$ cat config.mk
export PLATFORM = sky130hd
export DESIGN_NAME = keypad_scanner
export DESIGN_NICKNAME = d
export VERILOG_FILES = /design/src/rtl/keypad_scanner.sv
export SDC_FILE = /design/constraint.sdc
export NUM_CORES = 1
export LEC_CHECK = 0
export CAP_MARGIN = 5
export CORE_MARGIN = 2
export CORE_UTILIZATION = 50
export CTS_CLUSTER_DIAMETER = 100
export CTS_CLUSTER_SIZE = 28
export DETAILED_ROUTE_END_ITERATION = 10
export PLACE_DENSITY = 0.63
export SETUP_SLACK_MARGIN = 0.15
export SLEW_MARGIN = 25
export SYNTH_ARGS = -nofsm -noshare
export SYNTH_HDL_FRONTEND = slang
export SYNTH_SLANG_ARGS = --single-unit
$ cat constraint.sdc
create_clock -name clk -period 8.45 [get_ports clk]
set_clock_uncertainty 0.2 [all_clocks]
set_input_delay 1.69 -clock clk [delete_from_list [all_inputs] [get_ports clk]]
set_output_delay 1.69 -clock clk [all_outputs]
set_load 0.02 [all_outputs]
$ cat src/rtl/keypad_scanner.sv
// 4x4 matrix keypad scanner: column drive, row synchronizer, per-scan debounce
// and a valid/ack handshake that delivers one hex code per fresh key press.
module keypad_scanner #(
    parameter int SCAN_TICKS     = 100000,
    parameter int DEBOUNCE_SCANS = 4
) (
    input  logic       clk,
    input  logic       reset_n,
    input  logic [3:0] row_n,
    output logic [3:0] col_n,
    output logic [3:0] key_code,
    output logic       key_valid,
    input  logic       key_ack,
    output logic       key_down,
    output logic       overrun
);
    localparam int TICK_W = (SCAN_TICKS > 1) ? $clog2(SCAN_TICKS) : 1;
    localparam int DEB_W  = $clog2(DEBOUNCE_SCANS + 1);
    localparam logic [TICK_W-1:0] TICK_LAST = TICK_W'(SCAN_TICKS - 1);
    localparam logic [DEB_W-1:0]  DEB_MAX   = DEB_W'(DEBOUNCE_SCANS);

    typedef enum logic [1:0] {RES_NONE, RES_KEY, RES_MULTI} res_kind_t;
    typedef struct packed {
        res_kind_t  kind;
        logic [3:0] code;
    } scan_res_t;
    typedef enum logic {ST_NONE, ST_KEY} stable_t;

    logic [3:0]        row_meta_reg, row_sync_reg;
    logic [TICK_W-1:0] tick_reg;
    logic [1:0]        col_idx_reg;
    logic [3:0]        cap_reg [3];
    logic [DEB_W-1:0]  deb_cnt_reg, deb_cnt_next;
    scan_res_t         cand_reg, cand_next, scan_res;
    stable_t           state_reg, state_next;
    logic [3:0]        stable_code_reg, stable_code_next;
    logic [3:0]        key_code_reg;
    logic              key_valid_reg, overrun_reg;
    logic              tick_last, scan_done, accept, press_event;
    logic [15:0]       low_bits;
    logic [1:0]        hit_cnt;
    logic [3:0]        hit_code;

    function automatic logic [3:0] key_map(input logic [1:0] r, input logic [1:0] c);
        case ({r, c})
            4'h0: key_map = 4'h1;  4'h1: key_map = 4'h2;  4'h2: key_map = 4'h3;  4'h3: key_map = 4'hA;
            4'h4: key_map = 4'h4;  4'h5: key_map = 4'h5;  4'h6: key_map = 4'h6;  4'h7: key_map = 4'hB;
            4'h8: key_map = 4'h7;  4'h9: key_map = 4'h8;  4'hA: key_map = 4'h9;  4'hB: key_map = 4'hC;
            4'hC: key_map = 4'h0;  4'hD: key_map = 4'hF;  4'hE: key_map = 4'hE;  default: key_map = 4'hD;
        endcase
    endfunction

    always_ff @(posedge clk or negedge reset_n) begin
        if (!reset_n) begin
            row_meta_reg <= 4'hF;
            row_sync_reg <= 4'hF;
        end else begin
            row_meta_reg <= row_n;
            row_sync_reg <= row_meta_reg;
        end
    end

    assign tick_last = (tick_reg == TICK_LAST);
    assign scan_done = tick_last && (col_idx_reg == 2'd3);

    always_ff @(posedge clk or negedge reset_n) begin
        if (!reset_n) begin
            tick_reg    <= '0;
            col_idx_reg <= 2'd0;
        end else if (tick_last) begin
            tick_reg    <= '0;
            col_idx_reg <= col_idx_reg + 2'd1;
        end else begin
            tick_reg <= tick_reg + 1'b1;
        end
    end

    // Columns 0..2 are latched; column 3 is read live on the scan-closing tick.
    generate
        for (genvar gi = 0; gi < 3; gi++) begin : g_cap
            always_ff @(posedge clk or negedge reset_n) begin
                if (!reset_n)
                    cap_reg[gi] <= 4'hF;
                else if (tick_last && col_idx_reg == 2'(gi))
                    cap_reg[gi] <= row_sync_reg;
            end
        end
        for (genvar gi = 0; gi < 4; gi++) begin : g_col
            assign col_n[gi] = (col_idx_reg != 2'(gi));
        end
    endgenerate

    assign low_bits = ~{row_sync_reg, cap_reg[2], cap_reg[1], cap_reg[0]};

    always_comb begin
        hit_cnt  = 2'd0;
        hit_code = 4'd0;
        for (int c = 0; c < 4; c++) begin
            for (int r = 0; r < 4; r++) begin
                if (low_bits[c*4 + r]) begin
                    if (hit_cnt != 2'd2) hit_cnt = hit_cnt + 2'd1;
                    hit_code = key_map(2'(r), 2'(c));
                end
            end
        end
        scan_res.kind = (hit_cnt == 2'd0) ? RES_NONE : (hit_cnt == 2'd1) ? RES_KEY : RES_MULTI;
        scan_res.code = (hit_cnt == 2'd1) ? hit_code : 4'd0;
    end

    always_comb begin
        deb_cnt_next = deb_cnt_reg;
        cand_next    = cand_reg;
        if (scan_done) begin
            if (scan_res == cand_reg) begin
                if (deb_cnt_reg != DEB_MAX) deb_cnt_next = deb_cnt_reg + 1'b1;
            end else begin
                deb_cnt_next = DEB_W'(1);
                cand_next    = scan_res;
            end
        end
    end

    // A multi-key candidate never reaches the stable state, so ghosted chords are ignored.
    assign accept = scan_done && (deb_cnt_next == DEB_MAX) && (cand_next.kind != RES_MULTI);

    always_ff @(posedge clk or negedge reset_n) begin
        if (!reset_n) begin
            deb_cnt_reg     <= '0;
            cand_reg        <= '{kind: RES_NONE, code: 4'd0};
            state_reg       <= ST_NONE;
            stable_code_reg <= 4'd0;
        end else begin
            deb_cnt_reg     <= deb_cnt_next;
            cand_reg        <= cand_next;
            state_reg       <= state_next;
            stable_code_reg <= stable_code_next;
        end
    end

    always_comb begin
        state_next       = state_reg;
        stable_code_next = stable_code_reg;
        if (accept) begin
            if (cand_next.kind == RES_KEY) begin
                state_next       = ST_KEY;
                stable_code_next = cand_next.code;
            end else begin
                state_next = ST_NONE;
            end
        end
    end

    always_comb begin
        key_down    = (state_reg == ST_KEY);
        press_event = (state_reg == ST_NONE) && (state_next == ST_KEY);
    end

    always_ff @(posedge clk or negedge reset_n) begin
        if (!reset_n) begin
            key_code_reg  <= 4'd0;
            key_valid_reg <= 1'b0;
            overrun_reg   <= 1'b0;
        end else if (press_event) begin
            if (!key_valid_reg || key_ack) begin
                key_code_reg  <= stable_code_next;
                key_valid_reg <= 1'b1;
                overrun_reg   <= 1'b0;
            end else begin
                overrun_reg <= 1'b1;
            end
        end else if (key_ack && key_valid_reg) begin
            key_valid_reg <= 1'b0;
            overrun_reg   <= 1'b0;
        end
    end

    assign key_code  = key_code_reg;
    assign key_valid = key_valid_reg;
    assign overrun   = overrun_reg;
endmodule

==> results.cfg <==
[outcome]
status = finished clean

[sta]
rsz0062_at_grt = no
setup-tns-final_ns = 0
max_freq_mhz = 127.5
drv_slew = 0
min_period_ns = 7.842
setup_viol = 0
period_share = 0.9280
hold_viol = 0
worst_slew_pin_slew_ns = 0.6593
relSlewSlack = 0.5605

[synthesis]
synth_top_family_by_area = compound AO/OA/AOI/OAI gates
ys_seq_area_frac = 0.3008
yosys.area_share.simple = 0.2264
postSynthAreaPerCell_um2 = 8.926
ys_async_sr_fraction = 1.000
synthFlopType = dfrtp_1
synth_area_mm2 = 0.004659
syn_inst = 522
synth-xor-area-share = 0.05263
synth_compound_area_frac = 0.2900
synth-edff-count = 0
synthMuxAreaShare = 0.03974
ys_warn_count = 0
synth_fa_ha_area_frac = 0.03759
synth_cell_types = 103
ys_ff_latch = 55
syn-num-nets = 543

[routing]
vias_per_cell = 6.331
drc_errors = 0
dr_total_vias = 4039
ant_nets = 0
routed_wl_mm = 10.86
wl_per_cell_um = 17.03
drt_first_pass_iters = 4
initialDrtViolationCount = 255

[critical_path]
worstReg2RegEnd = cand_reg[1]$_DFF_PN0_
crit_cells = 27
ff2ff_setup_slack_ns = 0.61
max_stage_delay_ns = 0.57
crit_end = cand_reg[1]$_DFF_PN0_
cp.arrival_ns = 7.85
worstSetupPathType = flip-flop to flip-flop
worstReg2RegStart = cap_reg[8]$_DFFE_PN1P_
crit_required_ns = 8.46
cp_num_buf_inv = 1
path_delay_family = compound AO/OA/AOI/OAI gates
crit_slowest_cell = dfstp_2
crit_path_max_fanout = 10
cp-start-kind = flip-flop
r2r_cells = 27
startpoint = cap_reg[8]$_DFFE_PN1P_
end_kind = flip-flop

[clock_tree]
clockBufferDepth = 2
clk_latency_ns = 0.31
cts_buffers = 5
post_cts_buffers = 0
cts_hold_buf = 0
cts.clk_slew.worst_paths_ns = 0.11
ctsHtreeMaxLevel = 2
cts_tree = built
cts.sinks = 55
cts-root-buf = clkbuf_8
postCtsResizedCells = 0

[job]
maxCapViolations = 0

[die]
die_area_mm2 = 0.01011
die_h_um = 100.5
io_pins = 18
rows = 35
die_width_um = 100.5
start_util = 0.5091
core_mm2 = 0.009153

[global_routing]
overflow = 0
grt_first_pass_wirelength_mm = 18.44
antenna_found_initial = 0
grt_usage = 0.2234
grt_max_degree = 56
grt_pass1_vias = 3874

[place]
placed_area_mm2 = 0.004830
io_buffers = 17
dp_hpwl_mm = 8.127
place_inst = 630
gp_congestion = 0.9067

[power_and_ir_drop]
leakagePower_uw = 0.001961
ir_worst_vdd_mv = 0.1137
powerDensity_mw_per_mm2 = 95.04
finalPower_uw = 477.4

[layout]
diodes = 0
design_area_mm2 = 0.005024
final_cell_mix = nand2_1 (60), nor2_1 (35), dfrtp_1 (35)
instances_no_fill = 638
drive_gt1_frac = 0.1992
largest_reg_flops = 17
n_fill_cell = 864
finalNetCount = 547
final_common_cell = nand2_1
syn2layout_area_growth_pct = 7.814

[min_path]
hold_path_class = flip-flop to flip-flop
==> cells in the mapped netlist, drive strengths merged, types with 5 or more instances <==
cell type | n | area share
nand2b | 5 | 0.0067
nor2 | 38 | 0.032
nor4 | 9 | 0.016
o31ai | 8 | 0.016
xnor2 | 14 | 0.030
o21a | 5 | 0.0083
a21o | 6 | 0.0099
and2 | 6 | 0.0089
mux2 | 13 | 0.035
o211ai | 9 | 0.017
dfrtp | 35 | 0.19
o211a | 5 | 0.011
ha | 14 | 0.038
nand2 | 62 | 0.051
a31oi | 7 | 0.013
clkbuf | 9 | 0.010
a221oi | 5 | 0.011
or2 | 6 | 0.0081
nand4 | 11 | 0.018
nor3 | 16 | 0.020
a21oi | 26 | 0.029
o21ai | 35 | 0.042
a211oi | 11 | 0.021
dfstp | 20 | 0.11
xor2 | 11 | 0.022
inv | 24 | 0.019
buf | 14 | 0.023
nand3 | 20 | 0.023
==> per-stage QoR <==
step / utilization / setup slack (ns) / hold WS [ns]
final: 0.5489 / 0.6080 / 0.1620
after global routing: 0.5489 / 0.1642 / 0.1656
after CTS: 0.5407 / 0.3698 / 0.1626
after detailed placement: 0.5277 / 0.4059 / 0.1479
after global placement: 0.5277 / 0.6792 / 0.1457
after floorplan: - / 1.240 / 0.1452
==> cell families after synthesis <==
logic type | Yosys count
AOI/OAI and AO/OA | 168
xor gates and xnor gates | 25
and+or+nand+nor | 198
adders and majority gates | 14
DFF | 55
muxes | 15
buffers and inverters | 47
==> how the worst min path moves through the flow <==
| stage | start | end | slack (ns) | cells after the start |
|---|---|---|---|---|
| after global routing | row_meta_reg[1]$_DFF_PN1_ | row_sync_reg[1]$_DFF_PN1_ | 0.17 | 0 |
| after floorplan | row_meta_reg[0]$_DFF_PN1_ | row_sync_reg[0]$_DFF_PN1_ | 0.15 | 0 |
| after global placement | row_meta_reg[1]$_DFF_PN1_ | row_sync_reg[1]$_DFF_PN1_ | 0.15 | 0 |
| after detailed placement | row_meta_reg[0]$_DFF_PN1_ | row_sync_reg[0]$_DFF_PN1_ | 0.15 | 0 |
| after CTS | row_meta_reg[0]$_DFF_PN1_ | row_sync_reg[0]$_DFF_PN1_ | 0.16 | 0 |
| final | row_meta_reg[0]$_DFF_PN1_ | row_sync_reg[0]$_DFF_PN1_ | 0.16 | 0 |
==> worst register-to-register path: cells and delay by family (launching register included) <==
family          cells  cell delay [ns]
compound gates     11             3.15
simple gates        9             2.11
fa+ha+maj           3             0.94
flops               1             0.57
mux                 2             0.52
xor+xnor            1             0.17
buf+inv             1             0.07
==> power breakdown <==
group	internal, uW	switching (uW)	total [uW]
clock network	79.5	93.2	173
logic	13.3	21.0	34.3
registers	267	3.41	270
==> area by class of cell <==
type	count	area [um2]	share of cell area
clock buffers	6	93.84	0.01868
clock inverters	2	25.02	0.004981
inverters	24	90.09	0.01793
multi-input cells	420	3087	0.6144
flip-flops and latches	55	1401	0.2790
well taps	111	138.9	0.02765
repair buffers	20	187.7	0.03736
==> routing by layer <==
metal  track usage  vias to the layer above  share of wire
li1              -                     1968              -
met2        0.3918                      103           0.50
met4       0.07376                        0          0.022
met1        0.2884                     1945           0.45
met5             0                        -              0
met3       0.02358                       23          0.032
Power figures use the tool's default switching activity.
